===== src/rtl/mult_div_unit.sv =====
// -----------------------------------------------------------------------------
// mult_div_unit
//   Iterative signed 32x32 multiplier / 32/32 divider with a fixed latency.
//   A start accepted in IDLE latches operand magnitudes and result signs. CALC
//   then runs 32 shift-add (multiply) or restoring shift-subtract (divide)
//   steps, one per clock. FIX applies sign correction, loads hi/lo and pulses
//   done. A divide by zero is resolved at the accepting edge: the sticky
//   div_zero flag is set, done pulses, and hi/lo are left untouched.
//
// Ports
//   clk        in   rising-edge clock
//   reset      in   asynchronous reset, active low (0 = reset)
//   start_mult in   request signed a*b (sampled in IDLE, wins over start_div)
//   start_div  in   request signed a/b (sampled in IDLE)
//   a, b       in   32-bit two's complement operands, latched on accept
//   hi, lo     out  mult: {hi,lo} = 64-bit product; div: lo = quotient,
//                   hi = remainder (sign of dividend)
//   busy       out  high while in CALC or FIX
//   done       out  one-cycle completion pulse
//   div_zero   out  sticky divide-by-zero flag, cleared by the next valid start
// -----------------------------------------------------------------------------
module mult_div_unit (
  input  logic        clk,
  input  logic        reset,
  input  logic        start_mult,
  input  logic        start_div,
  input  logic [31:0] a,
  input  logic [31:0] b,
  output logic [31:0] hi,
  output logic [31:0] lo,
  output logic        busy,
  output logic        done,
  output logic        div_zero
);

  typedef enum logic [1:0] {
    IDLE = 2'd0,
    CALC = 2'd1,
    FIX  = 2'd2
  } state_t;

  state_t      state;
  state_t      state_nxt;

  logic [4:0]  cnt;       // iteration counter, 0..31 during CALC
  logic [63:0] acc;       // mult: {partial product, multiplier}; div: {remainder, quotient}
  logic [31:0] opnd;      // mult: |a| (multiplicand); div: |b| (divisor)
  logic        op_div;    // operation in flight is a divide
  logic        neg_q;     // product / quotient must be negated
  logic        neg_r;     // remainder must be negated (dividend was negative)

  // ---------------------------------------------------------------------------
  // Accept decode. Multiply has priority; a divide by zero never leaves IDLE.
  // ---------------------------------------------------------------------------
  logic        in_idle;
  logic        accept_mult;
  logic        accept_div;
  logic        div_by_zero;
  logic [31:0] abs_a;
  logic [31:0] abs_b;

  assign in_idle     = (state == IDLE);
  assign accept_mult = in_idle && start_mult;
  assign accept_div  = in_idle && !start_mult && start_div && (b != 32'd0);
  assign div_by_zero = in_idle && !start_mult && start_div && (b == 32'd0);

  // |0x80000000| wraps to 0x80000000, which is the correct unsigned magnitude.
  assign abs_a = a[31] ? -a : a;
  assign abs_b = b[31] ? -b : b;

  // ---------------------------------------------------------------------------
  // One multiply step: conditionally add the multiplicand into the upper half,
  // then shift the whole accumulator right. The 33-bit sum keeps the carry,
  // which becomes bit 63 after the shift.
  // ---------------------------------------------------------------------------
  logic [32:0] mult_sum;
  logic [63:0] mult_nxt;

  assign mult_sum = {1'b0, acc[63:32]} + (acc[0] ? {1'b0, opnd} : 33'd0);
  assign mult_nxt = {mult_sum, acc[31:1]};

  // ---------------------------------------------------------------------------
  // One restoring divide step: shift the next dividend bit into the remainder,
  // subtract the divisor if it fits, and shift the outcome into the quotient.
  // The remainder is always below the divisor (<= 2^31), so bit 63 of acc is
  // zero here and the shifted remainder fits in 32 bits.
  // ---------------------------------------------------------------------------
  logic [31:0] rem_sh;
  logic        rem_ge;
  logic [63:0] div_nxt;

  assign rem_sh  = acc[62:31];
  assign rem_ge  = (rem_sh >= opnd);
  assign div_nxt = rem_ge ? {rem_sh - opnd, acc[30:0], 1'b1}
                          : {rem_sh,        acc[30:0], 1'b0};

  // ---------------------------------------------------------------------------
  // Sign correction applied in FIX.
  // ---------------------------------------------------------------------------
  logic [63:0] prod_fix;
  logic [31:0] quot_fix;
  logic [31:0] rem_fix;

  assign prod_fix = neg_q ? -acc : acc;
  assign quot_fix = neg_q ? -acc[31:0]  : acc[31:0];
  assign rem_fix  = neg_r ? -acc[63:32] : acc[63:32];

  // ---------------------------------------------------------------------------
  // FSM: state register and next-state logic.
  // ---------------------------------------------------------------------------
  always_ff @(posedge clk or negedge reset) begin
    if (!reset) begin
      state <= IDLE;
    end else begin
      state <= state_nxt;
    end
  end

  // NOTE: default assigned before the case so no path leaves state_nxt unassigned (no latch).
  always_comb begin
    state_nxt = state;
    case (state)
      IDLE:    if (accept_mult || accept_div) state_nxt = CALC;
      CALC:    if (cnt == 5'd31)              state_nxt = FIX;
      FIX:                                    state_nxt = IDLE;
      default:                                state_nxt = IDLE;
    endcase
  end

  assign busy = (state != IDLE);

  // ---------------------------------------------------------------------------
  // Datapath and result registers.
  // ---------------------------------------------------------------------------
  // NOTE: sequential state uses non-blocking assignments so every register samples pre-edge values.
  always_ff @(posedge clk or negedge reset) begin
    if (!reset) begin
      cnt      <= 5'd0;
      acc      <= 64'd0;
      opnd     <= 32'd0;
      op_div   <= 1'b0;
      neg_q    <= 1'b0;
      neg_r    <= 1'b0;
      hi       <= 32'd0;
      lo       <= 32'd0;
      done     <= 1'b0;
      div_zero <= 1'b0;
    end else begin
      done <= 1'b0;
      case (state)
        IDLE: begin
          if (accept_mult) begin
            cnt      <= 5'd0;
            acc      <= {32'd0, abs_b};
            opnd     <= abs_a;
            op_div   <= 1'b0;
            neg_q    <= a[31] ^ b[31];
            neg_r    <= 1'b0;
            div_zero <= 1'b0;
          end else if (accept_div) begin
            cnt      <= 5'd0;
            acc      <= {32'd0, abs_a};
            opnd     <= abs_b;
            op_div   <= 1'b1;
            neg_q    <= a[31] ^ b[31];
            neg_r    <= a[31];
            div_zero <= 1'b0;
          end else if (div_by_zero) begin
            div_zero <= 1'b1;
            done     <= 1'b1;
          end
        end
        CALC: begin
          acc <= op_div ? div_nxt : mult_nxt;
          cnt <= cnt + 5'd1;
        end
        FIX: begin
          if (op_div) begin
            hi <= rem_fix;
            lo <= quot_fix;
          end else begin
            hi <= prod_fix[63:32];
            lo <= prod_fix[31:0];
          end
          done <= 1'b1;
        end
        default: ;
      endcase
    end
  end

endmodule


===== config.mk =====
export PLATFORM = sky130hd
export DESIGN_NAME = mult_div_unit
export DESIGN_NICKNAME = d
export VERILOG_FILES = /design/src/rtl/mult_div_unit.sv
export SDC_FILE = /design/constraint.sdc
export NUM_CORES = 1
export LEC_CHECK = 0
export ABC_CLOCK_PERIOD_IN_PS = 5350
export CORE_UTILIZATION = 52
export DETAILED_ROUTE_END_ITERATION = 10
export GPL_TIMING_DRIVEN = 0
export PLACE_DENSITY = 0.73
export SLEW_MARGIN = 30
export SYNTH_ARGS = -nofsm -noshare
export SYNTH_HDL_FRONTEND = slang
export SYNTH_SLANG_ARGS = --single-unit

===== constraint.sdc =====
create_clock -name clk -period 5.35 [get_ports clk]
set_input_delay 1.07 -clock clk [delete_from_list [all_inputs] [get_ports clk]]
set_output_delay 1.07 -clock clk [all_outputs]
set_load 0.01 [all_outputs]

# Yosys cells after proc, flatten, opt, wreduce, memory -nomap -nowiden

Index checks and enable logic that the tools add are counted.

Register bits after elaboration: 172
Word-level logic and storage cells: 79

$add $sub $neg: 8
Eq/ne operators: 6
Reduce and logical (&&, ||, !) cells: 18
Magnitude comparators: 1
Mux-type cells: 34
Bitwise operators: 1

Operators by type and width:

| operator            | count |
|---|---|
| $mux 64             | 5 |
| $mux 32             | 9 |
| $neg 32->32         | 4 |
| $pmux 64 s2         | 1 |
| $neg 64->64         | 1 |
| $add 32x32->33      | 1 |
| $ge 32x32->1        | 1 |
| $logic_not 32->1    | 1 |
| $reduce_bool 32->1  | 1 |
| $sub 32x32->32      | 1 |
| $mux 1              | 12 |
| $mux 5              | 2 |
| $pmux 5 s2          | 1 |
| $reduce_and 2->1    | 4 |
| $reduce_bool 2->1   | 3 |
| $add 5x1->5 const B | 1 |
| $eq 5x5->1 const B  | 1 |
| $logic_and 1x1->1   | 5 |
| $mux 2              | 2 |
| $pmux 2 s2          | 1 |
| $ne 3x1->1 const B  | 1 |
| $reduce_bool 3->1   | 1 |
| $eq 2x1->1 const B  | 1 |
| $eq 2x2->1 const B  | 1 |
| 7 further kinds     | 7 |

# Logic depth before layout (Yosys ltp)

Gate-level depths: netlist of the first run.

Depth in word-level cells: 8
Depth in mapped cells: 14
Mapped depth without buffers: 13

# Worst setup path after synthesis of the first run

No wires, ideal clock.

Kind: register to register
From: reg acc[0]
To: reg acc[56]
Stages on the path, launching flop included: 14
Library setup time: 126 ps
Path buffers: 1
Data arrival time: 3270 ps
Slack: 1954 ps
Period minus slack after synthesis: 3396 ps
Path through: dfrtp_1 -> inv_1 -> clkbuf_1 -> nor2_1 -> ha_1 -> o21ai_0 -> o21a_1 -> o41ai_1 -> a2111oi_0 -> o31ai_1 -> a31oi_1 -> xor2_1 -> nor2_1 -> a221o_1

Word-level cells in the longest chain between the ends: 4

Ends and longest elaborated chain:

| element                  | line | RTL |
|---|---|---|
| start: declaration       | 46   | `logic [63:0] acc;` |
| start signal: assignment | 154  | `acc <= {32'd0, abs_b};` |
| start signal: assignment | 162  | `acc <= {32'd0, abs_a};` |
| start signal: assignment | 174  | `acc <= op_div ? div_nxt : mult_nxt;` |
| $mux 32                  | 79   | `assign mult_sum = {1'b0, acc[63:32]} + (acc[0] ? {1'b0, opnd} : 33'd0);` |
| $add 32x32->33           | 79   |  |
| $mux 64                  | 174  |  |
| $pmux 64 s2              | 150  | `case (state)` |

Every way passes these cells.
A chain may end at the register's enable or synchronous reset.

# Worst setup path in the final report of the first run

Ends and elaborated chain as after synthesis.

==> results by group, run 1 <==
Outcome
  • Status: complete, no violations

Clock tree
  • Root buffer cell: clkbuf_16
  • Cts repair resizes: 0
  • CTS sink count: 172
  • Post-CTS Hold Buffers: 0
  • CTS tree: yes
  • Clock latency at the later pin of the worst-skew pair: 0.45 ns
  • H-tree Lvls: 4
  • Clk pin slew, worst setup/hold paths: 0.08 ns
  • Cts bufs inserted: 17
  • CTS max path bufs: 2
  • # Post-CTS Setup Buffers: 0

Logic synthesis
  • Syn Nets: 1969
  • Ys async rst share: 100%
  • Post-synth EDFFs: 0
  • Syn avg cell area: 7.92 sq um
  • Largest family of logic cells by synthesized area: compound AO/OA/AOI/OAI gates
  • Synth Cell Area: 0.0145 sq mm
  • Cell with the most instances after synthesis: nand2_1
  • Area share of the largest cell type after synthesis: a little under 30%
  • Seq cells post-synth: 172
  • Synth top cells by count: nand2_1, o21ai_0, dfrtp_1
  • Synth warnings: 0
  • Synth top area cells: dfrtp_1, o21ai_0, nand2_1
  • Yosys cell types: just under 80
  • XOR/XNOR Fraction of Synth Area: approximately a tenth
  • Fraction of synthesized area in multiplexers: 3.70%
  • Yosys top cell by area: dfrtp_1
  • Post-synthesis sequential area ratio: 29.7%
  • Synthesized netlist cell count: 1829
  • Main flop type after synthesis: dfrtp_1
  • Post-synthesis simple-gate area fraction: roughly 20%
  • Adder-cell area share of the yosys netlist: 6.33%
  • Compound-Gate Fraction of Synth Area: approximately 26%

GRT
  • First-pass GRT wire length: slightly above 80000 um
  • Initial antenna violation count: 2
  • GRT overflow: 0
  • Pin count of the biggest net entering global routing: 71
  • Tot GR Track Use: approximately 37%
  • Vias in the first global route: 13700

Pwr
  • Cell leakage power: a little over 0.007 uW
  • Max rail drop VDD: 0.000339 V
  • PD cells: around 680 mW/mm^2

Route
  • Drt total wl: roughly 53000 um
  • Wire per inst: 22.4 um
  • Number of remaining DRC errors: 0
  • DR pass1 iterations: 7
  • Initial DRC Count: 1639
  • Via density: roughly 6.3
  • DR vias: 14900
  • Antenna viol nets, final: 0

Worst setup path
  • Worst-path fanout max: 10
  • Startpoint types: register
  • Crit path kind: reg -> reg
  • Crit path DAT: 5.23 ns
  • Req. time, crit path: 5.67 ns
  • FF-to-FF setup slack: 0.45 ns
  • CP endpoint kind: register

Placed design
  • Post-Place Setup Slack: 0.642 ns
  • Post-DP Area: 0.0163 sq mm
  • GP Congestion: approximately 0.98
  • PortBufs: 133
  • Hpwl dp: ~42000 um

Floorplan
  • Die area: 0.0285 sq mm
  • Row count: 60
  • Die extent in y: between 150 and 200 um
  • Initial Util: between 50% and 60%
  • Core area: roughly 0.027 sq mm
  • DIE WIDTH: 169 um
  • Top Ports: 135

STA
  • Unrepaired setup endpoints after global routing: no
  • Slew of the pin with the lowest slew margin: 0.974 ns
  • Final Hold Fails: 0
  • Crit path time final: between 4 and 5 ns
  • Worst Skew: 0.0137 ns
  • Fmax: 204 MHz
  • Pins Over Slew Limit: 0
  • Slew headroom: 34.2%
  • # setup viols final: 0
  • Worst setup margin: 0.446 ns
  • Final period utilization: 91.7%

Layout
  • Final nets: around 2100
  • Share of cells above drive strength 1: 4.36%
  • Design Area, Final: approximately 0.017 sq mm
  • Area Overhead vs Synth: 17.3%

Hold path
  • Worst hold path class: reg -> reg

Flow run
  • Max_cap viols: 0
area by class of cell:
type                    instances  area (sq um)
multi-input cells            1491          9480
clock inverters                15           216
flip-flops and latches        172          4300
repair buffers                135          1390
fillers                      2515         10100
plain buffers                 103           453
inverters                      63           236
clock buffers                  17           425
diodes                          1          2.50
well taps                     372           465
per-layer routing:
metal	track usage [%]	vias up	part of all wire [%]
li1	-	6948	-
met1	51.9	7090	43
met2	56.8	782	44
met3	7.39	114	10
met4	13.0	0	3.2
met5	0	-	0
report_power, final:
group | internal (uW) | leakage (uW) | switching, uW
Sequential | 1770 | 0.00221 | 790
Combinational | 3030 | 0.00477 | 4580
Clock | 685 | 0.000298 | 676
Total | 5480 | 0.00728 | 6050
final timing paths:
check                        from  endpoint  cells after the start
setup reg to reg           acc[0]   acc[56]                     13
hold / removal             hi[21]    hi[21]                      2
min in group asynchronous   reset    lo[11]                      1
max in group asynchronous   reset   acc[44]                      2
hold reg to reg            hi[21]    hi[21]                      2
setup / recovery           acc[0]   acc[56]                     13
cell families (layout without fill, tap and decap cells):
kind of cell | after synthesis | after routing
simple gates | 617 | 617
compound gates | 583 | 583
flops | 172 | 172
xor+xnor | 166 | 166
buf+inv | 166 | 333
fa+ha+maj | 72 | 72
mux | 53 | 53
other cells | 0 | 1
state kept, by name (all words and copies together) (netlist names), 2 cells and up:
name   count
acc       64
cnt        5
hi        32
lo        32
opnd      32
state      2
layout by cell type (no fill, tap or decap), drive strengths merged, types with 39 or more instances in the layout:
| cell | netlist | layout |
|---|---|---|
| clkdlybuf4s50 | 0 | 132 |
| nor2 | 139 | 139 |
| nand2 | 271 | 271 |
| a21o | 39 | 39 |
| xnor2 | 61 | 61 |
| inv | 63 | 67 |
| ha | 70 | 70 |
| dfrtp | 172 | 172 |
| xor2 | 105 | 105 |
| a21oi | 94 | 94 |
| mux2i | 49 | 49 |
| clkbuf | 77 | 94 |
| o21ai | 223 | 223 |
critical path: stages, from the launching register on:
cell and delay (ns):
dfrtp_1 0.44, inv_1 0.34, clkbuf_1 0.43, nor2_1 0.12, ha_1 0.35, o21ai_0 0.17, o21a_1 0.25, o41ai_1 0.81
a2111oi_0 0.38, o31ai_1 0.65, a31oi_1 0.19, xor2_1 0.26, nor2_1 0.12, a221o_1 0.28
per-stage QoR:
stage               std cells  utilization [%]  power, uW  hold slack (ns)  setup TNS, ns
floorplan                1829                -       7680            0.456              0
global placement         2334             60.1       9830            0.462        -668.53
detailed placement       2336             60.3       9940            0.470              0
CTS                      2368             62.6      11300            0.488              0
global route             2368             62.6      12300            0.503              0
finish                   2369             62.6      11500            0.480              0
(Power assumes the default switching activity.)
==> run 2: changes to the inputs <==
ABC_CLOCK_PERIOD_IN_PS = 6100   (was 5350)
CORE_UTILIZATION = 42   (was 52)
PLACE_DENSITY = default   (was 0.73)
clock period = 6.1 ns   (was 5.35 ns; I/O delays follow)
==> results by group, run 2 (synthesis gave the netlist of run 1 again) <==
GRT
  • Initial antenna violation count: 1 (was 2)
  • Vias in the first global route: 14000 (was 13700)
  • GRT overflow: 0 (unchanged)
  • Tot GR Track Use: 32.2% (was 37.1%)
  • First-pass GRT wire length: 86200 um (was 80500 um)
  • Pin count of the biggest net entering global routing: 72 (was 71)

Placed design
  • GP Congestion: 0.955 (was 0.984)
  • Cell Count Post-Placement: 2412 (was 2336)
  • Hpwl dp: 45400 um (was 42200 um)
  • PortBufs: 133 (unchanged)
  • Post-Place Setup Slack: 1.28 ns (was 0.642 ns)

Pwr
  • PnR Total Power: 10300 uW (was 11500 uW)
  • PD cells: 602 mW/mm^2 (was 679 mW/mm^2)
  • Cell leakage power: 0.00727 uW (was 0.00728 uW)
  • Max rail drop VDD: 0.000381 V (was 0.000339 V)

Layout
  • Share of cells above drive strength 1: 4.41% (was 4.36%)
  • Largest register FFs: 64 (unchanged)
  • FILL cells: 3407 (was 2515)
  • Most frequent cells in the layout: nand2_1, o21ai_0, dfrtp_1 (unchanged)
  • Area Overhead vs Synth: 17.7% (was 17.3%)
  • Storage cell area: 0.00430 sq mm (unchanged)
  • Final nets: 2123 (unchanged)
  • Area taken by multi-input logic gates: 0.00949 sq mm (was 0.00948 sq mm)
  • Largest register by flop count: acc (unchanged)
  • Non-filler instance count after layout: 2445 (was 2369)
  • Commonest non-fill, non-tap cell in the layout: nand2_1 (unchanged)

STA
  • Final Hold Fails: 0 (unchanged)
  • Crit path time final: 4.91 ns (was 4.90 ns)
  • Slew of the pin with the lowest slew margin: 1.01 ns (was 0.974 ns)
  • Slew headroom: 31.7% (was 34.2%)
  • Pins Over Slew Limit: 0 (unchanged)
  • Unrepaired setup endpoints after global routing: no (unchanged)
  • Setup TNS: 0 ns (unchanged)
  • # setup viols final: 0 (unchanged)
  • Final Hold Slack: 0.479 ns (was 0.480 ns)
  • Worst setup margin: 1.19 ns (was 0.446 ns)
  • Worst Skew: 0.0206 ns (was 0.0137 ns)
  • Final period utilization: 80.5% (was 91.7%)
  • Fmax: 204 MHz (about the same)

Clock tree
  • Clock latency at the later pin of the worst-skew pair: 0.48 ns (was 0.45 ns)
  • Clk pin slew, worst setup/hold paths: 0.08 ns (about the same)
  • H-tree Lvls: 4 (unchanged)
  • Post-CTS Hold Buffers: 0 (unchanged)
  • Cts bufs inserted: 17 (unchanged)
  • CTS max path bufs: 2 (unchanged)
  • Cts repair resizes: 0 (unchanged)
  • # Post-CTS Setup Buffers: 0 (unchanged)
  • CTS sink count: 172 (unchanged)
  • Root buffer cell: clkbuf_16 (unchanged)
  • CTS tree: yes (unchanged)

Worst setup path
  • Crit path kind: reg -> reg (unchanged)
  • Crit path DAT: 5.27 ns (was 5.23 ns)
  • Critical-path cell list: inv_1 > clkbuf_1 > nor2_1 > ha_1 > o21ai_0 > o21a_1 > o41ai_1 > a2111oi_1 > o31ai_1 > a31oi_1 > xor2_1 > nor2_1 > a221o_1 (was inv_1 > clkbuf_1 > nor2_1 > ha_1 > o21ai_0 > o21a_1 > o41ai_1 > a2111oi_0 > o31ai_1 > a31oi_1 > xor2_1 > nor2_1 > a221o_1)
  • Crit-path slowest cell: o41ai_1 (unchanged)
  • Most used cell, CP: nor2_1 (unchanged)
  • Max incr delay on CP: 0.92 ns (was 0.81 ns)
  • WP buf/inv: 2 (unchanged)
  • FF-to-FF setup slack: 1.19 ns (was 0.45 ns)
  • Worst r2r src: acc[0] (unchanged)
  • Worst setup startpoint: acc[0] (unchanged)
  • CP endpoint kind: register (unchanged)
  • Worst r2r path cells: 13 (unchanged)
  • Startpoint types: register (unchanged)
  • Reg-to-reg critical path endpoint: acc[56] (unchanged)
  • Worst-path fanout max: 10 (unchanged)
  • CP top delay family: compound AO/OA/AOI/OAI gates (unchanged)
  • Req. time, crit path: 6.46 ns (was 5.67 ns)

Route
  • Antenna viol nets, final: 0 (unchanged)
  • Wire per inst: 23.2 um (was 22.4 um)
  • DR pass1 iterations: 5 (was 7)
  • Initial DRC Count: 1289 (was 1639)
  • DR vias: 14700 (was 14900)
  • Drt total wl: 56700 um (was 53100 um)
  • Number of remaining DRC errors: 0 (unchanged)
  • Via density: 6.03 (was 6.30)

Floorplan
  • Row count: 67 (was 60)
  • Die extent in y: 188 um (was 169 um)
  • Core area: 0.0337 sq mm (was 0.0271 sq mm)
  • DIE WIDTH: 188 um (was 169 um)
  • Die area: 0.0352 sq mm (was 0.0285 sq mm)
  • Top Ports: 135 (unchanged)
  • Initial Util: 43.0% (was 53.4%)

Hold path
  • Hold path startpoint: lo[23] (was hi[21])
  • Worst hold path class: reg -> reg (unchanged)
  • Worst Hold Endpoint: lo[23] (was hi[21])
  • Worst hold path cell count: 2 (unchanged)

Flow run
  • Max_cap viols: 0 (unchanged)

Outcome
  • Status: complete, no violations (unchanged)
==> run 2: cell type report <==
class | instances | area share [%]
antenna | 1 | 0.0147
buffer | 103 | 2.66
inverter | 63 | 1.39
clock inverter | 15 | 1.04
sequential | 172 | 25.3
timing repair buffer | 135 | 8.16
clock buffer | 17 | 2.50
multi-input combinational | 1491 | 55.7
tap | 448 | 3.29
==> run 2: stage by stage <==
stage / area [sq um] / util (%)
after floorplan: 14500 / -
after global placement: 16400 / 48.6
after detailed placement: 16400 / 48.8
after CTS: 17000 / 50.6
after global routing: 17000 / 50.6
final: 17000 / 50.6
==> run 2: how the worst max path moves through the flow <==
stage | end | slack, ns | cells past startpoint
2_1_floorplan | acc[29] | 2.56 | 9
3_3_place_gp | acc[45] | -3.72 | 1
3_5_place_dp | acc[56] | 1.28 | 13
4_1_cts | acc[56] | 1.26 | 13
5_1_grt | acc[56] | 0.89 | 13
6_report | acc[56] | 1.19 | 13
==> run 2: where the power goes <==
part           switching [uW]  internal [uW]  leakage [uW]
logic                    4240           2660       0.00477
clock network             579            587      0.000290
registers                 642           1550       0.00221
==> run 2: worst min-delay path, stage by stage (launching register included) <==
cell and delay [ns]:
dfrtp_1 0.34, nand2_1 0.05, o21ai_0 0.06
==> run 2: routing by layer <==
layer / vias to the layer above / share of wire [%] / wire, um / track usage, %
li1: 6939 / - / - / -
met1: 7143 / 47 / 26700 / 47.0
met2: 593 / 44 / 24800 / 49.0
met3: 62 / 7.3 / 4140 / 5.73
met4: 2 / 1.7 / 969 / 7.38
met5: - / 0.023 / 13 / 0
